===== src/rtl/imm_gen_pkg.sv =====
// Shared types for the immediate generator: format enum, RV opcodes, buffered payload.
// Payload carries an optional branch/jump target when IMM_GEN_TARGET_EN is defined.
package imm_gen_pkg;

  localparam int MAX_XLEN = 64;

  typedef enum logic [2:0] {
    FMT_R   = 3'd0,
    FMT_I   = 3'd1,
    FMT_S   = 3'd2,
    FMT_B   = 3'd3,
    FMT_U   = 3'd4,
    FMT_J   = 3'd5,
    FMT_SH  = 3'd6,
    FMT_ILL = 3'd7
  } fmt_e;

  localparam logic [6:0] OPC_LOAD     = 7'b0000011;
  localparam logic [6:0] OPC_OP_IMM   = 7'b0010011;
  localparam logic [6:0] OPC_OP_IMM32 = 7'b0011011;
  localparam logic [6:0] OPC_JALR     = 7'b1100111;
  localparam logic [6:0] OPC_SYSTEM   = 7'b1110011;
  localparam logic [6:0] OPC_STORE    = 7'b0100011;
  localparam logic [6:0] OPC_BRANCH   = 7'b1100011;
  localparam logic [6:0] OPC_LUI      = 7'b0110111;
  localparam logic [6:0] OPC_AUIPC    = 7'b0010111;
  localparam logic [6:0] OPC_JAL      = 7'b1101111;
  localparam logic [6:0] OPC_OP       = 7'b0110011;
  localparam logic [6:0] OPC_OP32     = 7'b0111011;

  // Fields sized for the widest datapath; narrower builds leave the upper bits at zero.
  typedef struct packed {
    logic [MAX_XLEN-1:0] imm;
    fmt_e                fmt;
    logic [MAX_XLEN-1:0] pc;
    logic                illegal;
`ifdef IMM_GEN_TARGET_EN
    logic [MAX_XLEN-1:0] target;
`endif
  } imm_payload_t;

  function automatic logic is_shift(input logic [2:0] funct3);
    return (funct3 == 3'b001) || (funct3 == 3'b101);
  endfunction

endpackage


===== src/rtl/imm_skid_buf.sv =====
// Generic 2-entry valid/ready skid buffer: main register drives the output, skid absorbs
// one extra beat during a stall so in_ready stays a pure register output.
module imm_skid_buf #(
  parameter int W = 8
) (
  input  logic         clk,
  input  logic         reset,
  input  logic         flush,
  input  logic         in_valid,
  output logic         in_ready,
  input  logic [W-1:0] in_data,
  output logic         out_valid,
  input  logic         out_ready,
  output logic [W-1:0] out_data
);

  logic         main_vld_q, main_vld_d;
  logic         skid_vld_q, skid_vld_d;
  logic [W-1:0] main_q, main_d;
  logic [W-1:0] skid_q, skid_d;
  logic         push, pop;

  assign in_ready  = !skid_vld_q;
  assign out_valid = main_vld_q;
  assign out_data  = main_q;

  always_comb begin
    main_vld_d = main_vld_q;
    skid_vld_d = skid_vld_q;
    main_d     = main_q;
    skid_d     = skid_q;
    push       = in_valid && !skid_vld_q;
    pop        = main_vld_q && out_ready;
    if (flush) begin
      main_vld_d = 1'b0;
      skid_vld_d = 1'b0;
    end else begin
      if (pop) begin
        if (skid_vld_q) begin
          main_d     = skid_q;
          skid_vld_d = 1'b0;
        end else begin
          main_vld_d = 1'b0;
        end
      end
      // push implies skid empty, so it lands in main whenever main is free after this cycle
      if (push) begin
        if (!main_vld_q || pop) begin
          main_vld_d = 1'b1;
          main_d     = in_data;
        end else begin
          skid_vld_d = 1'b1;
          skid_d     = in_data;
        end
      end
    end
  end

  always_ff @(posedge clk or posedge reset) begin
    if (reset) begin
      main_vld_q <= 1'b0;
      skid_vld_q <= 1'b0;
      main_q     <= '0;
      skid_q     <= '0;
    end else begin
      main_vld_q <= main_vld_d;
      skid_vld_q <= skid_vld_d;
      main_q     <= main_d;
      skid_q     <= skid_d;
    end
  end

endmodule


===== src/rtl/imm_gen_pipe.sv =====
// Registered RV32/RV64 immediate generator: opcode-driven decode into a 2-entry skid buffer,
// plus a saturating illegal-opcode counter. IMM_GEN_TARGET_EN adds out_target (pc+imm).
module imm_gen_pipe
  import imm_gen_pkg::*;
#(
  parameter int XLEN      = 32,
  parameter int ILL_CNT_W = 16
) (
  input  logic                 clk,
  input  logic                 reset,
  input  logic                 flush,
  input  logic                 in_valid,
  output logic                 in_ready,
  input  logic [31:0]          in_instr,
  input  logic [XLEN-1:0]      in_pc,
  output logic                 out_valid,
  input  logic                 out_ready,
  output logic [XLEN-1:0]      out_imm,
  output logic [2:0]           out_fmt,
  output logic [XLEN-1:0]      out_pc,
  output logic                 out_illegal,
`ifdef IMM_GEN_TARGET_EN
  output logic [XLEN-1:0]      out_target,
`endif
  output logic [ILL_CNT_W-1:0] ill_count
);

  localparam bit RV64 = (XLEN == 64);

  logic [6:0]           opc;
  logic [2:0]           f3;
  logic [MAX_XLEN-1:0]  imm64;
  fmt_e                 fmt;
  logic                 ill;
  imm_payload_t         pay_in, pay_out;
  logic [ILL_CNT_W-1:0] ill_cnt_q, ill_cnt_d;

  assign opc = in_instr[6:0];
  assign f3  = in_instr[14:12];

  always_comb begin
    imm64 = '0;
    fmt   = FMT_ILL;
    ill   = 1'b1;
    case (opc)
      OPC_LOAD, OPC_JALR, OPC_SYSTEM: begin
        imm64 = {{52{in_instr[31]}}, in_instr[31:20]};
        fmt   = FMT_I;
        ill   = 1'b0;
      end
      OPC_OP_IMM: begin
        ill = 1'b0;
        if (is_shift(f3)) begin
          fmt   = FMT_SH;
          imm64 = RV64 ? {58'b0, in_instr[25:20]} : {59'b0, in_instr[24:20]};
        end else begin
          fmt   = FMT_I;
          imm64 = {{52{in_instr[31]}}, in_instr[31:20]};
        end
      end
      OPC_OP_IMM32: if (RV64) begin
        ill = 1'b0;
        if (is_shift(f3)) begin
          fmt   = FMT_SH;
          imm64 = {59'b0, in_instr[24:20]};
        end else begin
          fmt   = FMT_I;
          imm64 = {{52{in_instr[31]}}, in_instr[31:20]};
        end
      end
      OPC_STORE: begin
        imm64 = {{52{in_instr[31]}}, in_instr[31:25], in_instr[11:7]};
        fmt   = FMT_S;
        ill   = 1'b0;
      end
      OPC_BRANCH: begin
        imm64 = {{52{in_instr[31]}}, in_instr[7], in_instr[30:25], in_instr[11:8], 1'b0};
        fmt   = FMT_B;
        ill   = 1'b0;
      end
      OPC_LUI, OPC_AUIPC: begin
        imm64 = {{32{in_instr[31]}}, in_instr[31:12], 12'b0};
        fmt   = FMT_U;
        ill   = 1'b0;
      end
      OPC_JAL: begin
        imm64 = {{44{in_instr[31]}}, in_instr[19:12], in_instr[20], in_instr[30:21], 1'b0};
        fmt   = FMT_J;
        ill   = 1'b0;
      end
      OPC_OP: begin
        fmt = FMT_R;
        ill = 1'b0;
      end
      OPC_OP32: if (RV64) begin
        fmt = FMT_R;
        ill = 1'b0;
      end
      default: ;
    endcase
  end

  always_comb begin
    pay_in         = '0;
    pay_in.imm     = MAX_XLEN'(imm64[XLEN-1:0]);
    pay_in.fmt     = fmt;
    pay_in.pc      = MAX_XLEN'(in_pc);
    pay_in.illegal = ill;
`ifdef IMM_GEN_TARGET_EN
    if (fmt == FMT_B || fmt == FMT_J || opc == OPC_AUIPC)
      pay_in.target = MAX_XLEN'(in_pc + imm64[XLEN-1:0]);
`endif
  end

  imm_skid_buf #(.W($bits(imm_payload_t))) u_skid (
    .clk       (clk),
    .reset     (reset),
    .flush     (flush),
    .in_valid  (in_valid),
    .in_ready  (in_ready),
    .in_data   (pay_in),
    .out_valid (out_valid),
    .out_ready (out_ready),
    .out_data  (pay_out)
  );

  assign out_imm     = pay_out.imm[XLEN-1:0];
  assign out_fmt     = pay_out.fmt;
  assign out_pc      = pay_out.pc[XLEN-1:0];
  assign out_illegal = pay_out.illegal;
`ifdef IMM_GEN_TARGET_EN
  assign out_target  = pay_out.target[XLEN-1:0];
`endif

  // Upper payload/decode bits are structurally zero or unused in a 32-bit build.
  generate if (XLEN < MAX_XLEN) begin : g_unused
    logic unused_hi;
`ifdef IMM_GEN_TARGET_EN
    assign unused_hi = ^{imm64[MAX_XLEN-1:XLEN], pay_out.imm[MAX_XLEN-1:XLEN],
                         pay_out.pc[MAX_XLEN-1:XLEN], pay_out.target[MAX_XLEN-1:XLEN]};
`else
    assign unused_hi = ^{imm64[MAX_XLEN-1:XLEN], pay_out.imm[MAX_XLEN-1:XLEN],
                         pay_out.pc[MAX_XLEN-1:XLEN]};
`endif
  end endgenerate

  always_comb begin
    ill_cnt_d = ill_cnt_q;
    if (out_valid && out_ready && pay_out.illegal && ill_cnt_q != {ILL_CNT_W{1'b1}})
      ill_cnt_d = ill_cnt_q + 1'b1;
  end

  always_ff @(posedge clk or posedge reset) begin
    if (reset) ill_cnt_q <= '0;
    else       ill_cnt_q <= ill_cnt_d;
  end

  assign ill_count = ill_cnt_q;

endmodule


===== config.mk =====
export PLATFORM = sky130hd
export DESIGN_NAME = imm_gen_pipe
export DESIGN_NICKNAME = d
export VERILOG_FILES = /design/src/rtl/imm_gen_pkg.sv /design/src/rtl/imm_skid_buf.sv /design/src/rtl/imm_gen_pipe.sv
export SDC_FILE = /design/constraint.sdc
export NUM_CORES = 1
export LEC_CHECK = 0
export BUFFER_PORTS_ARGS = -buffer_cell sky130_fd_sc_hd__buf_4
export CORE_MARGIN = 4
export CORE_UTILIZATION = 49
export DETAILED_ROUTE_END_ITERATION = 16
export GPL_TIMING_DRIVEN = 0
export PLACE_DENSITY = 0.73
export REMOVE_ABC_BUFFERS = 1
export SYNTH_ARGS = -nofsm -noshare
export SYNTH_HDL_FRONTEND = slang
export SYNTH_SLANG_ARGS = --single-unit

===== constraint.sdc =====
create_clock -name clk -period 6.05 [get_ports clk]
set_input_delay 0.605 -clock clk [delete_from_list [all_inputs] [get_ports clk]]
set_output_delay 0.605 -clock clk [all_outputs]
set_load 0.01 [all_outputs]

==> impl_metrics.yaml <==
outcome:
  outcome: "finished clean"
global_routing:
  grt_pass1_vias: 5983
  track_usage: 0.2347
  antenna_found_initial: 0
  overflow: 0
  grt_max_degree: 85
  grt_first_pass_wirelength_microns: 30570
final_layout:
  layout.nets: 890
  n_fill_cell: 1093
  final_cell_mix: "dfrtp_1, buf_4, nand2_1"
  syn2layout_area_growth_pct: 28.87
  drive_gt1_frac: 0.2437
  antenna_cells: 0
  multi_input_area_sq_um: 2813
  regArea_sq_um: 3854
clocking:
  cts_tree: "built"
  numCtsBuffers: 17
  postCtsSetupBuffers: 0
  insertion_delay_ns: 0.42
  root_buffer: "clkbuf_16"
  clk_pin_slew_ns: 0.06
  cts_resized: 0
  ctsHoldBuffers: 0
  cts_max_path_buffers: 2
  cts.sinks: 154
  h-tree-depth: 4
yosys:
  ys_seq_area_frac: 0.5590
  synth_ff_type: "dfrtp_1"
  synth_seq_cells: 154
  syn_area_sq_um: 6894
  netlist_instances: 688
  synth-edff-count: 0
  synth_top_area_frac: 0.5590
  synthTopCellsByArea: "dfrtp_1, nand2_1, o22a_1"
  yosys.cell_types.count: 54
  ys_warn_count: 0
  syn_area_per_cell_sq_um: 10.02
  synth-async-reset-ratio: 1.000
  yosysTopAreaCell: "dfrtp_1"
power_and_ir_drop:
  p_per_area_nw_per_um2: 342.7
  pwr-share-comb: 0.182
  p_leak_nw: 4.135
  ir_worst_vdd_mv: 0.2024
  power_frac_clock: 0.384
  p_seq_frac: 0.435
  swShare: 0.2648
  p_int_mw: 2.239
  power.switching_uw: 806.3
placement:
  portBuffers: 154
  dp_worst_setup_slack_ns: 2.958
  hpwl_microns: 12570
  gp_congestion: 0.8980
worst_setup_path:
  cp_num_cells: 5
  path_class: "register to register"
  critical_path.cell_chain: "nand3_2 -> a21oi_4 -> buf_16 -> buf_16 -> o22a_1"
  cp-start-kind: "register"
  cp_common_cell: "buf_16"
  cp-end-kind: "register"
  cp.required_ns: 6.41
  worst_r2r_path_depth: 5
  arrival_ns: 3.55
  critPathTopFamily: "compound AO/OA/AOI/OAI gates"
  crit_slowest_cell: "nand3_2"
  cpPeakStageDelay_ns: 0.93
  worst-path-max-fanout: 36
  crit_buf_inv: 2
floorplan:
  die_h_microns: 126.6
  fp.dieW_microns: 126.6
  rows: 43
  dieArea_sq_um: 16030
  start_util: 0.4986
  pin_count: 155
  coreArea_sq_um: 13830
sta:
  fmax_mhz: 313.6
  setup_violations: 0
  rsz0062_at_grt: "no"
  fin_crit_sh: 0.5270
  hold-worst-slack_ns: 0.2738
  slew-limit-headroom: 0.2145
  fin_ws_ns: 2.862
  tns_ns: 0
  hold_viol: 0
  post-route-min-period_ns: 3.188
  skew_ns: 0.004446
  slew_violations: 0
  worst_slew_pin_slew_ns: 1.169
detailed_routing:
  viasPerCell: 6.029
  finalWirelength_microns: 18900
  drt_iter0_drc: 587
  vias: 6107
  drc: 0
  first_pass_iters: 5
  post_drt_wl_per_cell_microns: 18.65
  ant_nets: 0
hold_path:
  min_path_type: "primary input to asynchronous set/reset pin"
flow_run:
  maxCapViolations: 0
## power by group through the flow
stage | registers, mW | logic [mW] | clock network [mW]
global placement | 1.33 | 0.528 | 0
floorplan | 1.35 | 0.241 | 0
global route | 1.34 | 0.609 | 1.23
CTS | 1.32 | 0.558 | 1.18
finish | 1.32 | 0.554 | 1.17
detailed placement | 1.34 | 0.556 | 0
## through the flow
| step | cell area [sq um] | cells | util | power, mW |
|---|---|---|---|---|
| finish | 8885 | 1013 | 0.6426 | 3.045 |
| global route | 8885 | 1013 | 0.6426 | 3.182 |
| CTS | 8885 | 1013 | 0.6426 | 3.062 |
| detailed placement | 8232 | 981 | 0.5953 | 1.895 |
| global placement | 8045 | 972 | 0.5818 | 1.856 |
| floorplan | 6664 | 638 | - | 1.593 |
## flip-flops by register name, indices dropped and copies added, names as in the netlist
signal,count
ill_count,16
u_skid.out_data,68
u_skid.out_valid,1
u_skid.skid_q,68
u_skid.skid_vld_q,1
## per-layer routing
layer / global-route usage / routed length [microns]
met2: 0.3761 / 9238
met3: 0.04547 / 1161
met5: 0 / 0
met4: 0.09527 / 425
met1: 0.3160 / 8072
## Yosys cell counts, types with 2 or more instances
| library cell | number |
|---|---|
| a211oi_1 | 2 |
| a21o_1 | 6 |
| a21oi_1 | 45 |
| a221o_1 | 12 |
| a22o_1 | 12 |
| a22oi_1 | 5 |
| a31oi_1 | 8 |
| and2_1 | 3 |
| and3_1 | 7 |
| and3b_1 | 2 |
| and4_1 | 3 |
| buf_1 | 3 |
| buf_2 | 22 |
| buf_6 | 2 |
| clkbuf_1 | 23 |
| dfrtp_1 | 154 |
| inv_1 | 5 |
| nand2_1 | 153 |
| nand2b_1 | 2 |
| nand3_1 | 8 |
| nand3b_1 | 2 |
| nand4_1 | 6 |
| nor2_1 | 25 |
| nor2b_1 | 6 |
| nor3_1 | 4 |
| nor3b_1 | 2 |
| o21a_1 | 2 |
| o21ai_0 | 28 |
| o21ai_1 | 12 |
| o22a_1 | 64 |
| o22ai_1 | 28 |
| xnor2_1 | 5 |
| xor2_1 | 6 |
## logic make-up (layout without fill, tap and decap cells)
family                     count (synthesis)  count (layout)  share of synthesized area
AOI/OAI and AO/OA                        234             234                     0.2374
and+or+nand+nor                          230             230                     0.1470
buffers and inverters                     55             200                    0.03612
muxes                                      3               3                   0.004719
adders and majority gates                  1               1                   0.001815
xor gates and xnor gates                  11              11                    0.01397
DFF                                      154             154                     0.5590
## layout make-up
class | count | share of cell area
Timing Repair Buffer | 163 | 0.1481
Clock inverter | 11 | 0.02169
Tap cell | 180 | 0.02535
Sequential cell | 154 | 0.4337
Clock buffer | 21 | 0.05182
Multi-Input combinational cell | 479 | 0.3166
Inverter | 5 | 0.002676
## path summary, 6_finish.rpt
check / start / endpoint / slack, ns
max in group asynchronous: reset / u_skid.skid_q[74] / 4.94
min: reset / u_skid.skid_q[17] / 0.27
max reg2reg: u_skid.out_valid / u_skid.out_data[10] / 2.86
max: u_skid.out_valid / u_skid.out_data[10] / 2.86
min in group clk: in_pc[21] / u_skid.skid_q[22] / 0.38
min reg2reg: u_skid.skid_q[11] / u_skid.skid_q[11] / 0.48
## worst register-to-register path: stages (launching register included)
cell and delay (ns):
dfrtp_1 0.84, nand3_2 0.93, a21oi_4 0.80, buf_16 0.23, buf_16 0.17, o22a_1 0.15
(Power assumes the default switching activity.)
